$ cat config.mk
export PLATFORM = sky130hd
export DESIGN_NAME = instr_dispatch
export DESIGN_NICKNAME = d
export VERILOG_FILES = /design/src/rtl/instr_dispatch.sv
export SDC_FILE = /design/constraint.sdc
export NUM_CORES = 1
export LEC_CHECK = 0
export CORE_MARGIN = 2
export CORE_UTILIZATION = 40
export DETAILED_ROUTE_END_ITERATION = 8
export PLACE_DENSITY_LB_ADDON = 0.3
export REMOVE_ABC_BUFFERS = 1
export SETUP_SLACK_MARGIN = 0.5
export SYNTH_ARGS = -nofsm -noshare
export SYNTH_HDL_FRONTEND = slang
export SYNTH_SLANG_ARGS = --single-unit
$ cat constraint.sdc
create_clock -name clk -period 4.05 [get_ports clk]
set_input_delay 1.215 -clock clk [delete_from_list [all_inputs] [get_ports clk]]
set_output_delay 1.215 -clock clk [all_outputs]
set_load 0.05 [all_outputs]
$ cat src/rtl/instr_dispatch.sv
// Instruction dispatcher: fetches one word, decodes it and hands it to the ALU or move sequencer.
// Optional run-phase watchdog enabled with `define DISPATCH_TIMEOUT_EN (budget TIMEOUT_CYCLES).
module instr_dispatch #(
    parameter int TIMEOUT_CYCLES = 64
) (
    input  logic        clk,
    input  logic        rst,
    input  logic [15:0] instr,
    input  logic        instr_valid,
    output logic        instr_ready,
    output logic        ir_latch,
    output logic        pc_inc,
    output logic        alu_start,
    input  logic        alu_done,
    output logic        mov_start,
    input  logic        mov_done,
    output logic [3:0]  opcode,
    output logic [5:0]  param1,
    output logic [5:0]  param2,
    output logic        busy,
    output logic        halted,
    output logic        error,
    output logic [15:0] retired
);

    typedef enum logic [2:0] {IDLE, DECODE, ALU_RUN, MOV_RUN, HALT, ERR} state_t;

    state_t      state_q, state_d;
    logic [3:0]  opcode_q, opcode_d;
    logic [5:0]  param1_q, param1_d;
    logic [5:0]  param2_q, param2_d;
    logic [15:0] retired_q, retired_d;
    logic        tmo_hit;

    logic is_nop, is_halt, is_alu, is_mov;
    assign is_nop  = (opcode_q == 4'h0);
    assign is_halt = (opcode_q == 4'h8);
    assign is_alu  = opcode_q[3] && !is_halt;
    assign is_mov  = !opcode_q[3] && !is_nop;

`ifdef DISPATCH_TIMEOUT_EN
    localparam int TW = $clog2(TIMEOUT_CYCLES + 1);
    localparam logic [TW-1:0] TMO_LAST = TW'(TIMEOUT_CYCLES - 1);

    logic [TW-1:0] tmo_q, tmo_d;

    // Held at zero outside RUN, so it is already clear on RUN entry.
    always_comb begin
        tmo_d = '0;
        if (state_q == ALU_RUN || state_q == MOV_RUN)
            tmo_d = tmo_q + 1'b1;
    end

    assign tmo_hit = (tmo_q == TMO_LAST);

    always_ff @(posedge clk) begin
        if (rst) tmo_q <= '0;
        else     tmo_q <= tmo_d;
    end
`else
    assign tmo_hit = 1'b0;
`endif

    always_comb begin
        state_d     = state_q;
        opcode_d    = opcode_q;
        param1_d    = param1_q;
        param2_d    = param2_q;
        retired_d   = retired_q;
        instr_ready = 1'b0;
        ir_latch    = 1'b0;
        pc_inc      = 1'b0;
        alu_start   = 1'b0;
        mov_start   = 1'b0;
        busy        = 1'b0;
        halted      = 1'b0;
        error       = 1'b0;
        case (state_q)
            IDLE: begin
                instr_ready = 1'b1;
                if (instr_valid && !rst) begin
                    ir_latch = 1'b1;
                    opcode_d = instr[15:12];
                    param1_d = instr[11:6];
                    param2_d = instr[5:0];
                    state_d  = DECODE;
                end
            end
            DECODE: begin
                busy      = 1'b1;
                pc_inc    = 1'b1;
                alu_start = is_alu;
                mov_start = is_mov;
                if (is_nop) begin
                    state_d   = IDLE;
                    retired_d = retired_q + 16'd1;
                end else if (is_halt) state_d = HALT;
                else if (is_alu)      state_d = ALU_RUN;
                else                  state_d = MOV_RUN;
            end
            // Done on the expiry cycle still retires: it is tested before the timeout.
            ALU_RUN: begin
                busy = 1'b1;
                if (alu_done) begin
                    state_d   = IDLE;
                    retired_d = retired_q + 16'd1;
                end else if (tmo_hit) state_d = ERR;
            end
            MOV_RUN: begin
                busy = 1'b1;
                if (mov_done) begin
                    state_d   = IDLE;
                    retired_d = retired_q + 16'd1;
                end else if (tmo_hit) state_d = ERR;
            end
            HALT: halted = 1'b1;
`ifdef DISPATCH_TIMEOUT_EN
            ERR:  error = 1'b1;
`endif
            default: ;
        endcase
    end

    always_ff @(posedge clk) begin
        if (rst) begin
            state_q   <= IDLE;
            opcode_q  <= '0;
            param1_q  <= '0;
            param2_q  <= '0;
            retired_q <= '0;
        end else begin
            state_q   <= state_d;
            opcode_q  <= opcode_d;
            param1_q  <= param1_d;
            param2_q  <= param2_d;
            retired_q <= retired_d;
        end
    end

    assign opcode  = opcode_q;
    assign param1  = param1_q;
    assign param2  = param2_q;
    assign retired = retired_q;

endmodule
Word-level counts from Yosys, hierarchy flattened
Cells that the tools add are included.

Flip-flop bits (word level): 35. Input bits: 21.

Add/sub/neg operators: 1. Eq/ne operators: 9. Mux-type cells: 19. Reductions and logical operators: 15.

Operator list (number): $mux 16 (3); $pmux 16 s3 (1); $add 16x1->16 const B (1); $mux 3 (5); $pmux 3 s4 (1); $mux 1 (9); $ne 2x2->1 const B (4); $reduce_and 4->1 (2); $eq 3x2->1 const B (2); $eq 4x4->1 const B (1); $logic_not 1->1 (4); $logic_not 4->1 (1); $reduce_bool 4->1 (1); $eq 3x1->1 const B (1); $eq 3x3->1 const B (1); $logic_and 1x1->1 (3); $logic_not 3->1 (1); $reduce_bool 3->1 (1); $reduce_or 3->1 (1); $reduce_and 2->1 (1).

Logic depth before layout (Yosys ltp)
Gate-level depths: netlist of run 1.

Depth after elaboration: 7. Gate-level depth with buffers: 7. Gate-level depth less buffers: 4.

Worst setup path before layout of run 1
No wires, ideal clock.

Kind: register to output. From: register state_q[2]. To: output ir_latch. Data arrival time: 2.644 ns. Path slack: 0.191 ns. Stages on the path, launching flop included: 6. Path buffers: 3. Path through: dfxtp_1 buf_2 nor3_1 and3b_1 clkbuf_1 clkbuf_1.

Word-level cells in the longest chain between the ends: 2.

Ends and longest elaborated chain: start, declared (line 28) `state_t state_q, state_d;`; start signal, assigned (line 132) `state_q <= state_d;`; $logic_not 3->1 (line 78) `case (state_q)`; $mux 1 (line 78); end, declared (line 11) `output logic ir_latch,`.

Every way passes these cells.

Final worst setup path of run 1
From: register state_q[0]. To: output pc_inc.

Word-level cells in the longest chain between the ends: 2.

Ends and longest elaborated chain: $eq 3x1->1 (line 78); $mux 1 (line 78); end, declared (line 12) `output logic pc_inc,`.

Every way passes these cells.

==> impl_metrics.py, run 1 <==
metrics = {
    "synth": {
        "ys_types": 32,
        "synth.ff_latch_count": 35,
        "ys_seq_area_frac": 0.438,
        "ys_warn_count": 0,
        "syn_avg_cell_area_um2": 8.17,
        "synthCells": 196,
        "syn-cell-area_mm2": 0.00160,
    },
    "layout": {
        "drive_gt1_frac": 0.0602,
        "multiInputGateArea_um2": 821,
        "fill_cells": 344,
        "final_common_cell": "clkdlybuf4s50_1",
        "nets": 271,
        "seq_area_um2": 701,
        "layout_common_cells": "56 x clkdlybuf4s50_1, 35 x dfxtp_1, 22 x nand2_1, 20 x o21ai_0, 18 x a21oi_1",
        "fin_cells": 297,
        "design_area_mm2": 0.00230,
        "diodes": 0,
        "syn_to_final_growth_pct": 43.7,
    },
    "place": {
        "io_buffers": 59,
        "place.gp.congestion": 0.847,
        "dp_hpwl_um": 2650,
        "placed_area_mm2": 0.00222,
        "placed_cells": 290,
    },
    "route": {
        "firstDrtPassIters": 4,
        "first_iter_violations": 143,
        "wl_um": 3760,
        "drc": 0,
        "avgViaCountPerCell": 5.37,
        "wire_per_inst_um": 12.7,
        "routed-via-count": 1594,
        "ant_nets": 0,
    },
    "die": {
        "io_pins": 61,
        "chipHeight_um": 67.3,
        "row_count": 22,
        "die_w_um": 67.3,
        "core_region_area_mm2": 0.00374,
        "die-area_mm2": 0.00453,
        "initial_core_util": 0.428,
    },
    "critical_path": {
        "cp_max_fo": 8,
        "crit_family": "buffers and inverters",
        "crit_required_ps": 2830,
        "path_class": "reg2out",
        "critPathSlowestCell": "clkdlybuf4s50_1",
        "startpoint_type": "register",
        "crit_buf_inv": 2,
        "arrival_ps": 2190,
        "worstPathCellList": "or3b_2 > inv_1 > clkdlybuf4s50_1",
        "slowest_delay_ps": 810,
        "end_kind": "output port",
    },
    "hold_path": {
        "worstHoldPathType": "reg2reg",
    },
    "power_and_ir_drop": {
        "vdd_ir_drop_max_v": 0.000253,
        "p_leak_nw": 0.767,
        "pwr-share-seq": 0.449,
        "totalPowerFinal_uw": 847,
        "p_int_uw": 575,
        "p_sw_frac": 0.321,
        "p_clk_frac": 0.296,
        "p_sw_uw": 272,
        "p_per_area_mw_per_mm2": 368,
        "pwr-share-comb": 0.255,
    },
    "clock_tree": {
        "clk_path_buf_depth": 2,
        "cts_tree": "built",
        "htreeDepth": 2,
        "post_cts_buffers": 0,
        "cts_inserted_buffers": 5,
        "clock-sinks": 35,
        "clk_latency_ps": 280,
        "cts_root_buf": "clkbuf_8",
        "clkTransAtPathRegs_ps": 70,
    },
    "timing": {
        "period_share": 0.840,
        "fin_skew_ps": 6.73,
        "fmax_ghz": 0.294,
        "setup_viol": 0,
        "drv_slew": 0,
        "min_period_ps": 3400,
        "slew_headroom": 0.454,
        "fin_tns_setup_ps": 0,
        "max_slew.worst_pin.slew_ps": 819,
        "hold_viol": 0,
        "rsz0062_at_grt": "no",
    },
    "job": {
        "max-cap-violations": 0,
    },
    "outcome": {
        "status": "completed",
    },
    "global_routing": {
        "grt_pass1_vias": 1519,
        "antenna_found_initial": 0,
        "grt_max_degree": 37,
        "grtUsageTotal": 0.184,
        "grt_overflow": 0,
        "grt_pass1_wl_um": 6450,
    },
}
[kinds of logic after synthesis]
group                    synth area share
AO/OA/AOI/OAI                       0.208
adder cells (fa/ha/maj)           0.00781
buffers and inverters              0.0500
flip-flops                          0.437
other                             0.00234
AND/OR/NAND/NOR                     0.295
[power by group through the flow]
stage | registers, mW | logic [mW] | clock network, mW
3_5_place_dp | 0.387 | 0.217 | 0
2_1_floorplan | 0.443 | 0.0723 | 0
3_3_place_gp | 0.387 | 0.217 | 0
5_1_grt | 0.383 | 0.231 | 0.275
6_report | 0.380 | 0.216 | 0.251
4_1_cts | 0.380 | 0.217 | 0.256
[final cells by class]
| type | count | share of cell area |
|---|---|---|
| Clock buffer | 6 | 0.0359 |
| Clock inverter | 1 | 0.00218 |
| Inverter | 3 | 0.00489 |
| Multi-Input combinational cell | 142 | 0.357 |
| Sequential cell | 35 | 0.305 |
| Tap cell | 48 | 0.0261 |
| Timing Repair Buffer | 62 | 0.270 |
[path summary, 6_finish.rpt]
path         slack (ps)       start  cells past startpoint         end
min                 480   param2[0]                      2   param2[0]
max                 650  state_q[0]                      3      pc_inc
min reg2reg         480   param2[0]                      2   param2[0]
max reg2reg        1950  state_q[0]                      4  retired[5]
[state kept, by name, summed over array words and instances, names as in the netlist]
name,flops
param1,6
retired,16
opcode,4
state_q,3
param2,6
[worst reg2reg max path: cells and delay by family, from the launching register on]
| family | cells | cell delay, ps |
|---|---|---|
| compound gates | 3 | 1070 |
| simple gates | 1 | 530 |
| flops | 1 | 430 |
[per-layer routing]
layer	GRT usage	up-vias	wire length [um]
met2	0.319	47	1870
met4	0.0459	0	23
li1	-	811	-
met5	0	-	0
met3	0.0750	3	261
met1	0.210	733	1610
[cell usage after synthesis]
cell       count  share of area
a21oi_1       18          0.056
a31oi_1        1         0.0039
a32oi_1        1         0.0055
and2_1         1         0.0039
and3_1         1         0.0039
and3b_1        1         0.0055
and4_1         2          0.011
buf_1          1         0.0023
buf_2          3         0.0094
buf_4          1         0.0047
clkbuf_1      10          0.023
clkbuf_2       1         0.0031
conb_1         1         0.0023
dfxtp_1       35           0.44
ha_1           1         0.0078
inv_1          3         0.0070
nand2_1       22          0.052
nand2b_1      17          0.066
nand3_1        5          0.016
nand4_1        3          0.012
nor2_1         8          0.019
nor2b_1        1         0.0039
nor3_1         3         0.0094
nor4_2         1         0.0078
o2111ai_1      1         0.0055
o211ai_1       1         0.0047
o21ai_0       20          0.063
o22ai_1        1         0.0039
o31ai_1       14          0.066
or3_1          2         0.0078
or3b_2         3          0.016
or4_1         13          0.061
[stage by stage]
step | utilization | hold slack, ps | worst slack [ps]
detailed placement | 0.592 | 465 | 729
CTS | 0.615 | 478 | 642
floorplan | - | 496 | 276
global route | 0.615 | 494 | 584
global placement | 0.592 | 460 | 737
finish | 0.615 | 475 | 649
[what timing repair did]
| item | 4_1_cts | 5_1_grt |
|---|---|---|
| endpoints found under the setup margin | 2 | 0 |
| resized for setup | 2 | 0 |
| hold buffers | 0 | 0 |
No activity file was read; power rests on OpenSTA's default activity.
==> inputs of run 2 (changes only) <==
==> constraint.sdc (replaced) <==
create_clock -name clk -period 3.5 [get_ports clk]
set_input_delay 1.05 -clock clk [delete_from_list [all_inputs] [get_ports clk]]
set_output_delay 1.05 -clock clk [all_outputs]
set_load 0.05 [all_outputs]
==> run 2 against run 1 <==
Effect of this change:
- global-route usage down 0.74 points
- critical endpoint is now ir_latch
- design area rose by 0.60%
- cell count grew 0.34%
- sequential share of layout area decreased by 0.18 points
- sequential power grew 16%
==> impl_metrics.py, run 2 (same netlist as run 1, synthesis figures left out) <==
metrics = {
    "global_routing": {
        "grt_overflow": 0,
        "grt_util_met3": 0.0667,
        "grt_pass1_wl_um": 6290,
        "use_met2": 0.303,
        "grtUsageTotal": 0.177,
        "globalRouteMet1Util": 0.206,
        "grt_max_degree": 37,
        "top_usage_layer": "met2",
        "grt_pass1_vias": 1442,
        "antenna_found_initial": 0,
    },
    "place": {
        "io_buffers": 59,
        "dp_hpwl_um": 2680,
        "pre_cts_slack_ps": 423,
        "place.gp.congestion": 0.826,
    },
    "critical_path": {
        "crit_required_ps": 2450,
        "critPathSlowestCell": "clkdlybuf4s50_1",
        "startpoint_type": "input port",
        "arrival_ps": 1910,
        "r2r_start": "state_q[0]",
        "crit_buf_inv": 2,
        "cp_max_fo": 2,
        "r2r_setup_slack_ps": 1400,
        "path_class": "in2out",
        "timing.rr.end": "retired[11]",
        "worstPathCellList": "clkdlybuf4s50_1 > and3b_2 > buf_12",
        "end_kind": "output port",
        "crit_family": "buffers and inverters",
        "worstRegToRegCells": 4,
        "slowest_delay_ps": 470,
    },
    "clock_tree": {
        "cts_inserted_buffers": 5,
        "post_cts_buffers": 0,
        "clk_latency_ps": 280,
        "clk_path_buf_depth": 2,
        "htreeDepth": 2,
        "clock-sinks": 35,
        "clkTransAtPathRegs_ps": 60,
        "cts-hold-fix-buffers": 0,
        "cts_tree": "built",
        "cts_root_buf": "clkbuf_8",
    },
    "layout": {
        "drive_gt1_frac": 0.0760,
        "layout_common_cells": "55 x clkdlybuf4s50_1, 35 x dfxtp_1, 22 x nand2_1, 20 x o21ai_0, 18 x a21oi_1",
        "largest_reg_flops": 16,
        "fill_cells": 350,
        "seq_area_um2": 701,
        "diodes": 0,
        "multiInputGateArea_um2": 822,
        "syn_to_final_growth_pct": 44.5,
        "nets": 272,
        "final_common_cell": "clkdlybuf4s50_1",
    },
    "timing": {
        "hold_viol": 0,
        "fin_tns_setup_ps": 0,
        "setup_viol": 0,
        "max_slew.worst_pin.slew_ps": 835,
        "min_period_ps": 2960,
        "fin_ws_ps": 539,
        "fin_skew_ps": 7.52,
        "drv_slew": 0,
        "rsz0062_at_grt": "no",
        "slew_headroom": 0.443,
        "fmax_ghz": 0.338,
        "period_share": 0.846,
    },
    "die": {
        "chipHeight_um": 67.3,
        "die-area_mm2": 0.00453,
        "die_w_um": 67.3,
        "row_count": 22,
        "io_pins": 61,
        "initial_core_util": 0.428,
        "core_region_area_mm2": 0.00374,
    },
    "route": {
        "ant_nets": 0,
        "drc": 0,
        "first_iter_violations": 116,
        "avgViaCountPerCell": 5.40,
        "wl_um": 3730,
        "routed-via-count": 1608,
        "wire_per_inst_um": 12.5,
        "firstDrtPassIters": 4,
    },
    "power_and_ir_drop": {
        "p_leak_nw": 0.770,
        "vdd_ir_drop_max_v": 0.000273,
        "p_per_area_mw_per_mm2": 446,
    },
    "job": {
        "max-cap-violations": 0,
    },
    "hold_path": {
        "hold_depth": 2,
        "hold_end": "param2[2]",
        "hp-start": "param2[2]",
        "worstHoldPathType": "reg2reg",
    },
    "outcome": {
        "status": "completed",
    },
}
[run 2: cell types whose count changed in the layout (fill, tap and decap cells not counted), sizes merged]
cell	change
buf	+2
bufinv	+1
clkbuf	+2
clkdlybuf4s50	-1
clkinv	-1
dlygate4sd2	-2
[run 2: metal layers]
metal	wire length, um	up-vias
li1	-	814
met1	1560	739
met2	1830	50
met3	301	5
met4	29	0
met5	0	-
[run 2: area by class of cell]
type	instances	area share
multi-input combinational	142	0.355
inverter	3	0.00486
sequential	35	0.303
timing repair buffer	63	0.267
clock inverter	1	0.0130
tap	48	0.0259
clock buffer	6	0.0314
[run 2: report_power, final]
part	leakage, nW	internal (mW)	total, mW	switching (mW)
combinational	0.433	0.0918	0.252	0.160
clock	0.0513	0.209	0.342	0.133
sequential	0.285	0.420	0.439	0.0192
[run 2: worst max-delay path by stage]
stage	startpoint	end	slack [ps]	depth (start not counted)
2_1_floorplan	state_q[2]	ir_latch	-110	2
3_3_place_gp	state_q[0]	alu_start	460	5
3_5_place_dp	state_q[0]	alu_start	420	5
4_1_cts	state_q[0]	alu_start	400	5
5_1_grt	state_q[0]	mov_start	510	3
6_report	rst	ir_latch	540	3
[run 2: metrics by stage]
step	power, mW	area (um^2)	util	hold slack [ps]	cells
finish	1.03	2310	0.618	471	298
global route	1.08	2310	0.618	494	298
CTS	1.04	2320	0.620	477	298
detailed placement	0.703	2220	0.593	467	291
global placement	0.700	2220	0.593	459	291
floorplan	0.597	1530	-	496	180
[run 2: repair_timing]
action                                 in CTS  in global routing
cloned                                      0                  0
endpoints found under the hold margin       0                  0
gates resized for setup                     2                  5
setup endpoints to repair                   2                  3
[run 2: tightest hold or removal path: cells and delay by family (launching register included)]
kind             cells  cell delay [ps]
flip-flops           1              310
AND/OR/NAND/NOR      1               60
AO/OA/AOI/OAI        1               60
==> inputs of run 3 (changes only) <==
==> constraint.sdc (replaced) <==
create_clock -name clk -period 3 [get_ports clk]
set_input_delay 0.9 -clock clk [delete_from_list [all_inputs] [get_ports clk]]
set_output_delay 0.9 -clock clk [all_outputs]
set_load 0.05 [all_outputs]
==> run 3 against run 2 <==
Effect of this change:
- non-clock buffer count fell by 1
- count of clock-buffer cells in the layout rose by 1
- clock skew rose by 0.75 ps
- global-route usage barely moved
- wire length rose by 0.30%
- sequential share of layout area fell by 0.28 points
- critical path type is now reg2out
- design area rose by 1.8%
- total power rose by 11%
- critical path depth rose by 2
- sequential cell count did not move
==> impl_metrics.py, run 3 (same netlist as run 1, synthesis figures left out) <==
metrics = {
    "power_and_ir_drop": {
        "p_int_uw": 765,
        "p_clk_frac": 0.285,
        "pwr-share-seq": 0.451,
        "pwr-share-comb": 0.264,
        "totalPowerFinal_mw": 1.14,
        "p_sw_frac": 0.330,
        "p_sw_uw": 377,
        "vdd_ir_drop_max_v": 0.000277,
        "p_per_area_mw_per_mm2": 484,
        "p_leak_nw": 0.846,
    },
    "route": {
        "drc": 0,
        "avgViaCountPerCell": 5.39,
        "wl_um": 3740,
        "routed-via-count": 1606,
        "first_iter_violations": 125,
        "ant_nets": 0,
        "wire_per_inst_um": 12.5,
        "firstDrtPassIters": 4,
    },
    "clock_tree": {
        "clk_latency_ps": 280,
        "cts_tree": "built",
        "cts-hold-fix-buffers": 0,
        "cts_root_buf": "clkbuf_8",
        "cts_inserted_buffers": 5,
        "clk_path_buf_depth": 2,
        "htreeDepth": 2,
        "clkTransAtPathRegs_ps": 70,
        "clock-sinks": 35,
    },
    "layout": {
        "diodes": 0,
        "fill_cells": 344,
        "final_common_cell": "clkdlybuf4s50_1",
        "drive_gt1_frac": 0.100,
        "nets": 271,
        "layout_common_cells": "46 x clkdlybuf4s50_1, 32 x dfxtp_1, 22 x nand2_1, 20 x o21ai_0, 18 x a21oi_1",
        "syn_to_final_growth_pct": 47.2,
        "largest_reg_flops": 16,
    },
    "critical_path": {
        "path_class": "reg2out",
        "end_kind": "output port",
        "crit_required_ps": 2100,
        "arrival_ps": 1560,
        "cp_max_fo": 10,
        "startpoint_type": "register",
    },
    "timing": {
        "max_slew.worst_pin.slew_ps": 763,
        "setup_viol": 0,
        "hold_viol": 0,
        "fmax_ghz": 0.407,
        "rsz0062_at_grt": "yes",
        "period_share": 0.820,
        "min_period_ps": 2460,
        "drv_slew": 0,
        "worst_hold_slack_ps": 474,
        "fin_skew_ps": 8.27,
        "slew_headroom": 0.491,
    },
    "global_routing": {
        "antenna_found_initial": 0,
        "grt_pass1_wl_um": 6330,
        "grt_max_degree": 37,
        "grtUsageTotal": 0.176,
        "grt_pass1_vias": 1439,
        "grt_overflow": 0,
    },
    "die": {
        "core_region_area_mm2": 0.00374,
        "row_count": 22,
        "die-area_mm2": 0.00453,
        "io_pins": 61,
        "initial_core_util": 0.428,
        "chipHeight_um": 67.3,
        "die_w_um": 67.3,
    },
    "outcome": {
        "status": "completed",
    },
    "job": {
        "max-cap-violations": 0,
    },
    "place": {
        "place.gp.congestion": 0.745,
        "dp_hpwl_um": 2530,
        "io_buffers": 59,
    },
    "hold_path": {
        "worstHoldPathType": "reg2reg",
    },
}
## run 3: repair_timing
item | 4_1_cts | 5_1_grt
setup endpoints to repair | 8 | 8
gates resized for setup | 13 | 8
buffers inserted | 0 | 0
## run 3: area by class of cell
type | count | area [um^2] | area share
clock buffer | 7 | 76.3 | 0.0324
clock inverter | 1 | 5.00 | 0.00212
inverter | 3 | 11.3 | 0.00478
multi-input combinational | 142 | 843 | 0.358
sequential | 35 | 707 | 0.300
tap | 48 | 60.1 | 0.0255
timing repair buffer | 62 | 654 | 0.278
## run 3: worst max-delay path: stages (launching register included)
cell     delay (ps)
dfxtp_2         370
or3b_4          460
inv_2           100
nand2_1          70
nor2_2          140
buf_12          150
## run 3: path summary, 6_finish.rpt
| kind | from | end | slack (ps) | cells past startpoint |
|---|---|---|---|---|
| worst max-delay path | state_q[2] | alu_start | 540 | 5 |
| worst min-delay path | param1[1] | param1[1] | 470 | 2 |
| worst max register to register | opcode[0] | retired[15] | 1030 | 4 |
| worst min register to register | param1[1] | param1[1] | 470 | 2 |
## run 3: through the flow
step           cell area [um^2]  worst slack, ps  instances   util  TNS [ps]
2_1_floorplan              1530             -459        180      -      -459
3_3_place_gp               2250              315        290  0.600         0
3_5_place_dp               2250              312        290  0.600         0
4_1_cts                    2340              504        298  0.624         0
5_1_grt                    2360              449        298  0.630         0
6_report                   2360              541        298  0.630         0
## run 3: per-layer routing
metal | vias to the layer above | GRT usage | share of wire
li1 | 815 | - | -
met1 | 742 | 0.233 | 0.47
met2 | 44 | 0.275 | 0.46
met3 | 5 | 0.0583 | 0.064
met4 | 0 | 0.0510 | 0.0067
met5 | - | 0 | 0
## run 3: power by group through the flow
stage / registers (mW) / logic [mW] / clock network, mW
2_1_floorplan: 0.599 / 0.0976 / 0
3_3_place_gp: 0.522 / 0.299 / 0
3_5_place_dp: 0.523 / 0.301 / 0
4_1_cts: 0.514 / 0.300 / 0.334
5_1_grt: 0.519 / 0.322 / 0.355
6_report: 0.514 / 0.302 / 0.326
